**config.mk**
```make
export PLATFORM = sky130hd
export DESIGN_NAME = out_uart_tx
export DESIGN_NICKNAME = d
export VERILOG_FILES = /design/src/rtl/out_uart_tx_pkg.sv /design/src/rtl/out_uart_tx_sync_fifo.sv /design/src/rtl/out_uart_tx.sv
export SDC_FILE = /design/constraint.sdc
export NUM_CORES = 1
export LEC_CHECK = 0
export CORE_ASPECT_RATIO = 0.75
export CORE_UTILIZATION = 54
export CTS_BUF_LIST = sky130_fd_sc_hd__clkbuf_16
export DETAILED_ROUTE_END_ITERATION = 16
export PLACE_DENSITY = 0.77
export SYNTH_ARGS = -nofsm -noshare
export SYNTH_HDL_FRONTEND = slang
export SYNTH_HIERARCHICAL = 1
export SYNTH_SLANG_ARGS = --single-unit
```
**constraint.sdc**
```tcl
create_clock -name clk -period 2.6 [get_ports clk]
set_clock_uncertainty 0.2 [all_clocks]
set_input_delay 0.78 -clock clk [delete_from_list [all_inputs] [get_ports clk]]
set_output_delay 0.78 -clock clk [all_outputs]
set_load 0.02 [all_outputs]
```
**src/rtl/out_uart_tx_pkg.sv**
```systemverilog
// Shared definitions for the cpu-out UART transmitter: FSM state encodings,
// frame constants and counter-width helper.
package out_uart_tx_pkg;

  typedef enum logic [2:0] {
    S_IDLE   = 3'd0,
    S_START  = 3'd1,
    S_DATA   = 3'd2,
    S_PARITY = 3'd3,
    S_STOP   = 3'd4
  } uart_state_t;

  localparam int BYTE_BITS = 8;

  // Counter width that stays >= 1 even for a modulus of 1.
  function automatic int cnt_w(input int n);
    return (n > 1) ? $clog2(n) : 1;
  endfunction

endpackage

```
**src/rtl/out_uart_tx_sync_fifo.sv**
```systemverilog
// Word FIFO between change detect and the serialiser; full is registered,
// and a push into a full FIFO is accepted only when a pop happens on the same edge.
module out_uart_tx_sync_fifo
  import out_uart_tx_pkg::*;
#(
  parameter int WIDTH = 16,
  parameter int DEPTH = 4
) (
  input  logic             clk,
  input  logic             rst_n,
  input  logic             push,
  input  logic             pop,
  input  logic [WIDTH-1:0] wdata,
  output logic [WIDTH-1:0] rdata,
  output logic             full,
  output logic             empty
);

  localparam int AW = cnt_w(DEPTH);
  localparam logic [AW:0] CNT_FULL = (AW+1)'(DEPTH);

  logic [WIDTH-1:0] mem [DEPTH];
  logic [AW-1:0]    wptr, rptr;
  logic [AW:0]      count, count_n;
  logic             do_push, do_pop;

  assign empty   = (count == '0);
  assign do_pop  = pop & ~empty;
  assign do_push = push & (~full | do_pop);
  assign rdata   = mem[rptr];

  always_comb begin
    count_n = count;
    if (do_push && !do_pop)      count_n = count + 1'b1;
    else if (do_pop && !do_push) count_n = count - 1'b1;
  end

  always_ff @(posedge clk) begin
    if (do_push) mem[wptr] <= wdata;
  end

  always_ff @(posedge clk) begin
    if (!rst_n) begin
      wptr  <= '0;
      rptr  <= '0;
      count <= '0;
      full  <= 1'b0;
    end else begin
      if (do_push) wptr <= wptr + 1'b1;
      if (do_pop)  rptr <= rptr + 1'b1;
      count <= count_n;
      full  <= (count_n == CNT_FULL);
    end
  end

endmodule

```
**src/rtl/out_uart_tx.sv**
```systemverilog
// Sends every change of the cpu `out` word as UART frames, low byte first.
// Define OUT_UART_PARITY_EN to insert an even-parity bit after the data bits.
module out_uart_tx
  import out_uart_tx_pkg::*;
#(
  parameter int DATA_WIDTH   = 16,
  parameter int CLKS_PER_BIT = 4,
  parameter int FIFO_DEPTH   = 4
) (
  input  logic                  clk,
  input  logic                  rst_n,
  input  logic [DATA_WIDTH-1:0] out_data,
  output logic                  tx,
  output logic                  busy,
  output logic                  fifo_full,
  output logic                  overflow
);

  localparam int NBYTES = DATA_WIDTH / BYTE_BITS;
  localparam int BAUD_W = cnt_w(CLKS_PER_BIT);
  localparam int BYTE_W = cnt_w(NBYTES);
  localparam int BIT_W  = cnt_w(BYTE_BITS);
  localparam logic [BAUD_W-1:0] BAUD_LAST = BAUD_W'(CLKS_PER_BIT - 1);
  localparam logic [BYTE_W-1:0] BYTE_LAST = BYTE_W'(NBYTES - 1);
  localparam logic [BIT_W-1:0]  BIT_LAST  = BIT_W'(BYTE_BITS - 1);

  uart_state_t           state, state_n;
  logic [BAUD_W-1:0]     baud_cnt, baud_n;
  logic [BIT_W-1:0]      bit_cnt, bit_n;
  logic [BYTE_W-1:0]     byte_idx, byte_n;
  logic [DATA_WIDTH-1:0] shreg, shreg_n;
  logic                  par, par_n;
  logic [DATA_WIDTH-1:0] last_q;
  logic                  push, pop, baud_end;
  logic                  fifo_empty;
  logic [DATA_WIDTH-1:0] fifo_rdata;

  // No valid strobe from the cpu: any value change is a new word.
  assign push = (out_data != last_q);

  out_uart_tx_sync_fifo #(
    .WIDTH (DATA_WIDTH),
    .DEPTH (FIFO_DEPTH)
  ) u_fifo (
    .clk   (clk),
    .rst_n (rst_n),
    .push  (push),
    .pop   (pop),
    .wdata (out_data),
    .rdata (fifo_rdata),
    .full  (fifo_full),
    .empty (fifo_empty)
  );

  assign baud_end = (baud_cnt == BAUD_LAST);
  assign busy     = (state != S_IDLE) | ~fifo_empty;

  always_comb begin
    state_n = state;
    baud_n  = baud_cnt;
    bit_n   = bit_cnt;
    byte_n  = byte_idx;
    shreg_n = shreg;
    par_n   = par;
    pop     = 1'b0;
    tx      = 1'b1;
    case (state)
      S_IDLE: begin
        if (!fifo_empty) begin
          pop     = 1'b1;
          shreg_n = fifo_rdata;
          byte_n  = '0;
          baud_n  = '0;
          bit_n   = '0;
          par_n   = 1'b0;
          state_n = S_START;
        end
      end
      S_START: begin
        tx = 1'b0;
        if (baud_end) begin
          baud_n  = '0;
          state_n = S_DATA;
        end else baud_n = baud_cnt + 1'b1;
      end
      S_DATA: begin
        tx = shreg[0];
        if (baud_end) begin
          baud_n  = '0;
          shreg_n = shreg >> 1;
          par_n   = par ^ shreg[0];
          if (bit_cnt == BIT_LAST) begin
            bit_n = '0;
`ifdef OUT_UART_PARITY_EN
            state_n = S_PARITY;
`else
            state_n = S_STOP;
`endif
          end else bit_n = bit_cnt + 1'b1;
        end else baud_n = baud_cnt + 1'b1;
      end
      S_PARITY: begin
        tx = par;
        if (baud_end) begin
          baud_n  = '0;
          state_n = S_STOP;
        end else baud_n = baud_cnt + 1'b1;
      end
      S_STOP: begin
        tx = 1'b1;
        if (baud_end) begin
          baud_n = '0;
          par_n  = 1'b0;
          // Next byte already sits in shreg[7:0] after the data shifts.
          if (byte_idx != BYTE_LAST) begin
            byte_n  = byte_idx + 1'b1;
            state_n = S_START;
          end else state_n = S_IDLE;
        end else baud_n = baud_cnt + 1'b1;
      end
      default: state_n = S_IDLE;
    endcase
  end

  always_ff @(posedge clk) begin
    if (!rst_n) begin
      state    <= S_IDLE;
      baud_cnt <= '0;
      bit_cnt  <= '0;
      byte_idx <= '0;
      shreg    <= '0;
      par      <= 1'b0;
      last_q   <= '0;
      overflow <= 1'b0;
    end else begin
      state    <= state_n;
      baud_cnt <= baud_n;
      bit_cnt  <= bit_n;
      byte_idx <= byte_n;
      shreg    <= shreg_n;
      par      <= par_n;
      last_q   <= out_data;
      if (push && fifo_full && !pop) overflow <= 1'b1;
    end
  end

endmodule

```
==> results of run 1 <==
[cell usage in the layout (no fill, tap or decap), types with 4 or more instances in the layout]
cell       count
a211oi_1      11
a211oi_2       6
a21oi_1       11
and2_1        21
and2_4         4
buf_4         35
clkbuf_16     17
clkbuf_2       8
dfxtp_1       50
edfxtp_1      64
ha_1           9
inv_1          8
mux2i_1       16
mux4_2        16
nand2_1        8
nand3_1        6
nor2_1        28
nor3_1         5
o21ai_0        4
xor2_1         9
xor2_2         9
[sequential cells by signal, indices dropped and copies added (netlist names), 3 cells and up, named ones only]
name	count
bit_cnt	3
last_q	16
shreg	16
state	3
u_fifo/count	3
u_fifo/mem	64
[stage by stage]
step	std cells	cell area, um^2	total power, mW
2_1_floorplan	347	4860	3.60
3_3_place_gp	494	5390	4.08
3_5_place_dp	494	5390	4.14
4_1_cts	527	6030	6.49
5_1_grt	528	6070	6.77
6_report	528	6070	6.50
[layout make-up]
type | count | area share
sequential | 117 | 0.492
multi-input combinational | 203 | 0.305
timing repair buffer | 58 | 0.0777
clock buffer | 17 | 0.0701
clock inverter | 15 | 0.0266
tap | 108 | 0.0223
inverter | 10 | 0.00619
[metal layers]
layer,vias to the layer above,global-route usage,share of wire
met4,0,0.101,0.029
met1,1459,0.313,0.44
met5,-,0,0
li1,1391,-,-
met2,91,0.360,0.47
met3,30,0.0719,0.068
[critical path, cell delays in order]
cell	delay [ns]
buf_8	0.10
xor2_2	0.15
nor4_2	0.31
buf_4	0.16
nand4_1	0.10
buf_4	0.18
buf_6	0.12
nor3b_4	0.26
a21oi_4	0.07
xnor2_2	0.15
a2111oi_2	0.27
[repair_timing]
| action | 4_1_cts | 5_1_grt |
|---|---|---|
| pin swaps | 10 | 10 |
| buffers inserted | 1 | 1 |
| resized for setup | 38 | 44 |
| setup endpoints to repair | 73 | 69 |
[final timing paths]
kind,start,to,slack (ns)
worst max-delay path,out_data[9],u_fifo/full,0.07
worst min-delay path,bit_cnt[1],bit_cnt[1],0.28
worst max register to register,u_fifo/count[0],u_fifo/full,0.10
worst min register to register,bit_cnt[1],bit_cnt[1],0.28
[cells in the mapped netlist, drive strengths merged (2+ instances only)]
master and instances:
a211oi 17, a21oi 13, a311oi 2, a31oi 2, and2 25, and3 2
buf 13, clkbuf 4, dfxtp 53, edfxtp 64, ha 10, inv 10
mux2i 16, mux4 16, nand2 9, nand2b 4, nand3 6, nor2 29
nor3 6, nor3b 2, nor4 4, o21ai 6, or2 3, xnor2 4
xor2 18
[kinds of logic after synthesis]
kind of cell,after synthesis
compound gates,46
xor+xnor,22
fa+ha+maj,10
buf+inv,27
flops,117
mux,32
simple gates,93
[power by group through the flow]
stage,combinational (mW),sequential [mW],clock (mW)
floorplan,1.18,2.42,0
global placement,1.62,2.46,0
detailed placement,1.66,2.48,0
CTS,1.71,2.46,2.33
global route,1.87,2.49,2.41
finish,1.73,2.46,2.31
==> reports/qor.csv, run 1 <==
stage;metric;value;unit
finish;antennaDiodeCount;0;
clocking;cts.clk_slew.worst_paths;0.05;ns
finish;area_growth;25.2;%
drt;routed_via_density;5.63;
outcome;status;finished clean;
clocking;h-tree-depth;4;
worst_setup_path;ff2ff_path_depth;11;
drt;vias;2971;
clocking;cts.sinks;117;
flow_run;maxCapViolations;0;
yosys;synth.avg_cell_area;14.0;um^2
clocking;clock_tree.buffer_depth;2;
power;switchingPower;1.91;mW
placement;place_ws;-0.869;ns
grt;overflow;0;
grt;antenna_found_initial;0;
sta;relSlewSlack;0.695;
grt;grt_pass1_vias;2986;
yosys;synth_fa_ha_area_frac;0.0258;
sta;finalMaxSlewViolations;0;
yosys;synth-compound-area-share;0.0741;
grt;grt_first_pass_wirelength;16000;um
die;die-area;9360;um^2
min_path;hold_path_depth;2;
worst_setup_path;path_max_fanout;3;
grt;grt_usage;0.236;
sta;hold_violations;0;
die;initial_utilization;0.564;
die;die-height;84.1;um
sta;worst_pin_slew;0.458;ns
sta;finalCritPeriodShare;0.975;
sta;whs;0.282;ns
sta;final.setup.worst_slack;0.0652;ns
drt;drc;0;
clocking;cts_hold_buf;0;
yosys;synth_top_cell_by_area;edfxtp_1;
finish;postLayoutCoreUtil;0.706;
sta;rsz0062_at_grt;true;
grt;grt_max_degree;34;
yosys;ys_types;48;
die;coreArea;8600;um^2
finish;nets;435;
yosys;yosysWarningCount;6;
die;pin_count;22;
yosys;ys_seq_area_frac;0.615;
power;irDropWorstVdd;0.843;mV
sta;fin_crit;2.53;ns
yosys;yosys.area_share.simple;0.108;
die;die_w;111;um
yosys;syn-instance-count;347;
worst_setup_path;end_kind;flip-flop;
finish;drive_gt1_frac;0.326;
drt;routed_wl;10100;um
yosys;synth_top_family_by_area;simple AND/OR/NAND/NOR gates;
finish;multiInputGateArea;1850;um^2
power;power.density;1070;nW/um^2
power;p_int;4.59;mW
power;seqPwrFrac;0.379;
die;num_rows;29;
placement;gp_congestion;0.787;
sta;finalSetupViolCount;0;
placement;port_buffers;21;
yosys;synthXorXnorAreaFrac;0.0398;
yosys;syn-cell-area;4850;um^2
sta;finalSetupTns;0;ns
worst_setup_path;worstPathArrival;2.65;ns
yosys;synth_area_leaders;edfxtp_1 40%, dfxtp_1 22%, mux4_2 7.4%, mux2i_1 3.3%, xor2_1 3.3%;
yosys;synth_flop_cell;edfxtp_1;
worst_setup_path;cp-start-kind;input port;
clocking;cts_root_buf;clkbuf_16;
drt;wl_per_cell;19.1;um
power;power_frac_comb;0.266;
yosys;muxShareOfSynthArea;0.107;
clocking;cts_made_buffers;17;
power;p_leak;2.25;nW
yosys;synthesis.nets;375;
yosys;ys_ff_latch;117;
power;swShare;0.294;
clocking;cts_tree;done;
finish;seq_area;2990;um^2
worst_setup_path;required;2.72;ns
finish;n_fill_cell;532;
yosys;ys_async_sr_fraction;0;
sta;max_freq;0.395;GHz
drt;dr.pass1.iters;4;
yosys;yosysTopAreaCellShare;0.396;
yosys;synth_edf_count;64;
placement;hpwl;6130;um
drt;drtIter0Drc;193;
min_path;hold_class;reg -> reg;
clocking;clk_latency;0.42;ns
worst_setup_path;path_class;in -> reg;
drt;antenna_left;0;
power;clockPowerShare;0.356;
Note: power is estimated with default switching activity, not from simulation.
==> inputs of run 2 (changes only) <==
clock period = 2.05 ns   (was 2.6 ns; I/O delays follow)
==> reports/qor.csv, run 2 (same netlist as run 1, synthesis figures left out) <==
stage;metric;value;unit;change
clocking;cts.sinks;117;;unchanged
clocking;cts_made_buffers;17;;unchanged
sta;max_freq;0.404;GHz;
clocking;cts_root_buf;clkbuf_16;;
clocking;cts.clk_slew.worst_paths;0.05;ns;about the same
worst_setup_path;required;1.96;ns;-0.76 ns
worst_setup_path;r2r_slack;-0.42;ns;-0.52 ns
min_path;hold_path_depth;1;;-1
power;switchingPower;2.86;mW;+50%
die;num_rows;29;;unchanged
finish;antennaDiodeCount;0;;unchanged
finish;nets;470;;+8.0%
outcome;violations;DRC, setup timing;;
sta;whs;0.260;ns;-0.0221 ns
finish;drive_gt1_frac;0.415;;+0.0892
drt;routed_wl;11400;um;+13%
clocking;clk_latency;0.41;ns;about the same
drt;drc;2;;+2
grt;overflow;0;;unchanged
placement;gp_congestion;0.796;;+1.2%
clocking;cts_tree;done;;
power;power_frac_comb;0.378;;+0.112
worst_setup_path;cp-start-kind;flip-flop;;
die;coreArea;8600;um^2;unchanged
finish;reg_top3;u_fifo/mem: 64 flops, last_q: 16 flops, shreg: 16 flops;;
power;swShare;0.304;;+0.00999
die;pin_count;22;;unchanged
clocking;cts_hold_buf;0;;unchanged
power;clockPowerShare;0.292;;-0.064
grt;grt_first_pass_wirelength;17100;um;+7.2%
power;p_int;6.54;mW;+43%
finish;largest_register_ffs;64;;unchanged
flow_run;maxCapViolations;0;;unchanged
min_path;hold_path_end;u_fifo/mem[0][3];;
grt;grt_usage;0.253;;+0.0176
outcome;status;finished with violations;;
sta;finalCritPeriodShare;1.21;;
sta;rsz0062_at_grt;true;;
grt;grt_pass1_vias;3248;;+8.8%
min_path;hold_class;in -> reg;;
worst_setup_path;r2r-start;u_fifo/count[0];;
sta;final.setup.worst_slack;-0.422;ns;-0.488 ns
drt;routed_via_density;5.75;;+2.1%
placement;port_buffers;21;;unchanged
worst_setup_path;worstPathArrival;2.38;ns;-0.27 ns
die;die-area;9360;um^2;unchanged
placement;hpwl;6000;um;-2.0%
drt;antenna_left;0;;unchanged
sta;worst_pin_slew;0.387;ns;-0.0712 ns
drt;drtIter0Drc;205;;+6.2%
clocking;h-tree-depth;4;;unchanged
worst_setup_path;reg2reg_to;u_fifo/mem[1][8];;
finish;final_common_cell;edfxtp_1;;
grt;grt_max_degree;21;;-38%
clocking;clock_tree.buffer_depth;2;;unchanged
drt;vias;3236;;+8.9%
sta;fin_crit;2.47;ns;
power;seqPwrFrac;0.331;;-0.048
worst_setup_path;path_class;reg -> reg;;
die;die_w;111;um;unchanged
finish;area_growth;35.1;%;
drt;wl_per_cell;20.2;um;+5.8%
sta;finalSetupViolCount;94;;+94
sta;hold_violations;0;;unchanged
finish;top_register;u_fifo/mem;;
worst_setup_path;ff2ff_path_depth;10;;-1
sta;finalMaxSlewViolations;0;;unchanged
power;power.density;1440;nW/um^2;+34%
placement;place_inst;505;;+2.2%
die;initial_utilization;0.564;;unchanged
finish;final_cell_mix;64 x edfxtp_1, 48 x dfxtp_1, 45 x buf_4;;
drt;dr.pass1.iters;11;;+7
sta;relSlewSlack;0.742;;+0.0474
sta;finalSetupTns;-30.06;ns;-30.06 ns
power;p_leak;2.49;nW;+11%
finish;fin_cells;563;;+6.6%
worst_setup_path;end_kind;flip-flop;;
min_path;hold_path.startpoint;out_data[3];;
die;die-height;84.1;um;unchanged
power;irDropWorstVdd;0.822;mV;-2.5%
worst_setup_path;path_max_fanout;8;;+5
grt;antenna_found_initial;0;;unchanged
finish;postLayoutCoreUtil;0.761;;+0.0559
run 2: layer usage:
layer / share of wire / GRT usage
met5: 0 / 0
met3: 0.061 / 0.0850
met1: 0.42 / 0.319
met4: 0.018 / 0.101
met2: 0.50 / 0.405
run 2: worst max-delay path: stages, from the launching register on:
cell and delay [ns]:
dfxtp_2 0.34, inv_2 0.04, ha_4 0.15, ha_4 0.15, or2_4 0.22, or2_4 0.26
inv_4 0.07, nand2b_4 0.07, a21boi_4 0.25, buf_4 0.17, and2_4 0.23
run 2: worst max-delay path by stage:
stage | endpoint | startpoint | cells after the start | slack (ns)
floorplan | u_fifo/mem[0][0] | u_fifo/count[1] | 10 | -0.36
global placement | u_fifo/count[1] | out_data[2] | 10 | -0.99
detailed placement | u_fifo/count[1] | out_data[3] | 10 | -1.13
CTS | u_fifo/full | u_fifo/count[0] | 11 | -0.36
global route | u_fifo/full | last_q[9] | 9 | -0.49
finish | u_fifo/mem[1][8] | u_fifo/count[0] | 10 | -0.42
run 2: cell type report:
| type | count | area [um^2] |
|---|---|---|
| sequential | 117 | 2990 |
| fill | 488 | 2050 |
| multi-input combinational | 206 | 1970 |
| timing repair buffer | 90 | 862 |
| clock buffer | 17 | 425 |
| tap | 108 | 135 |
| clock inverter | 15 | 123 |
| inverter | 10 | 40.0 |
run 2: repair_timing:
item,4_1_cts,5_1_grt
gates resized for setup,99,33
pin swaps,39,19
setup endpoints to repair,88,95
cloned,7,0
buffers inserted,14,9
run 2: stage by stage:
step	total power, mW	setup slack, ns	instance area [um^2]
2_1_floorplan	4.64	-0.356	4900
3_3_place_gp	5.33	-0.993	5520
3_5_place_dp	5.40	-1.13	5520
4_1_cts	9.02	-0.359	6380
5_1_grt	9.75	-0.495	6550
6_report	9.41	-0.422	6550
run 2: power by group through the flow:
stage          Sequential (mW)  Clock (mW)  Combinational [mW]
2_1_floorplan             3.08           0                1.56
3_3_place_gp              3.10           0                2.23
3_5_place_dp              3.12           0                2.28
4_1_cts                   3.09        2.76                3.17
5_1_grt                   3.14        2.86                3.75
6_report                  3.11        2.74                3.55
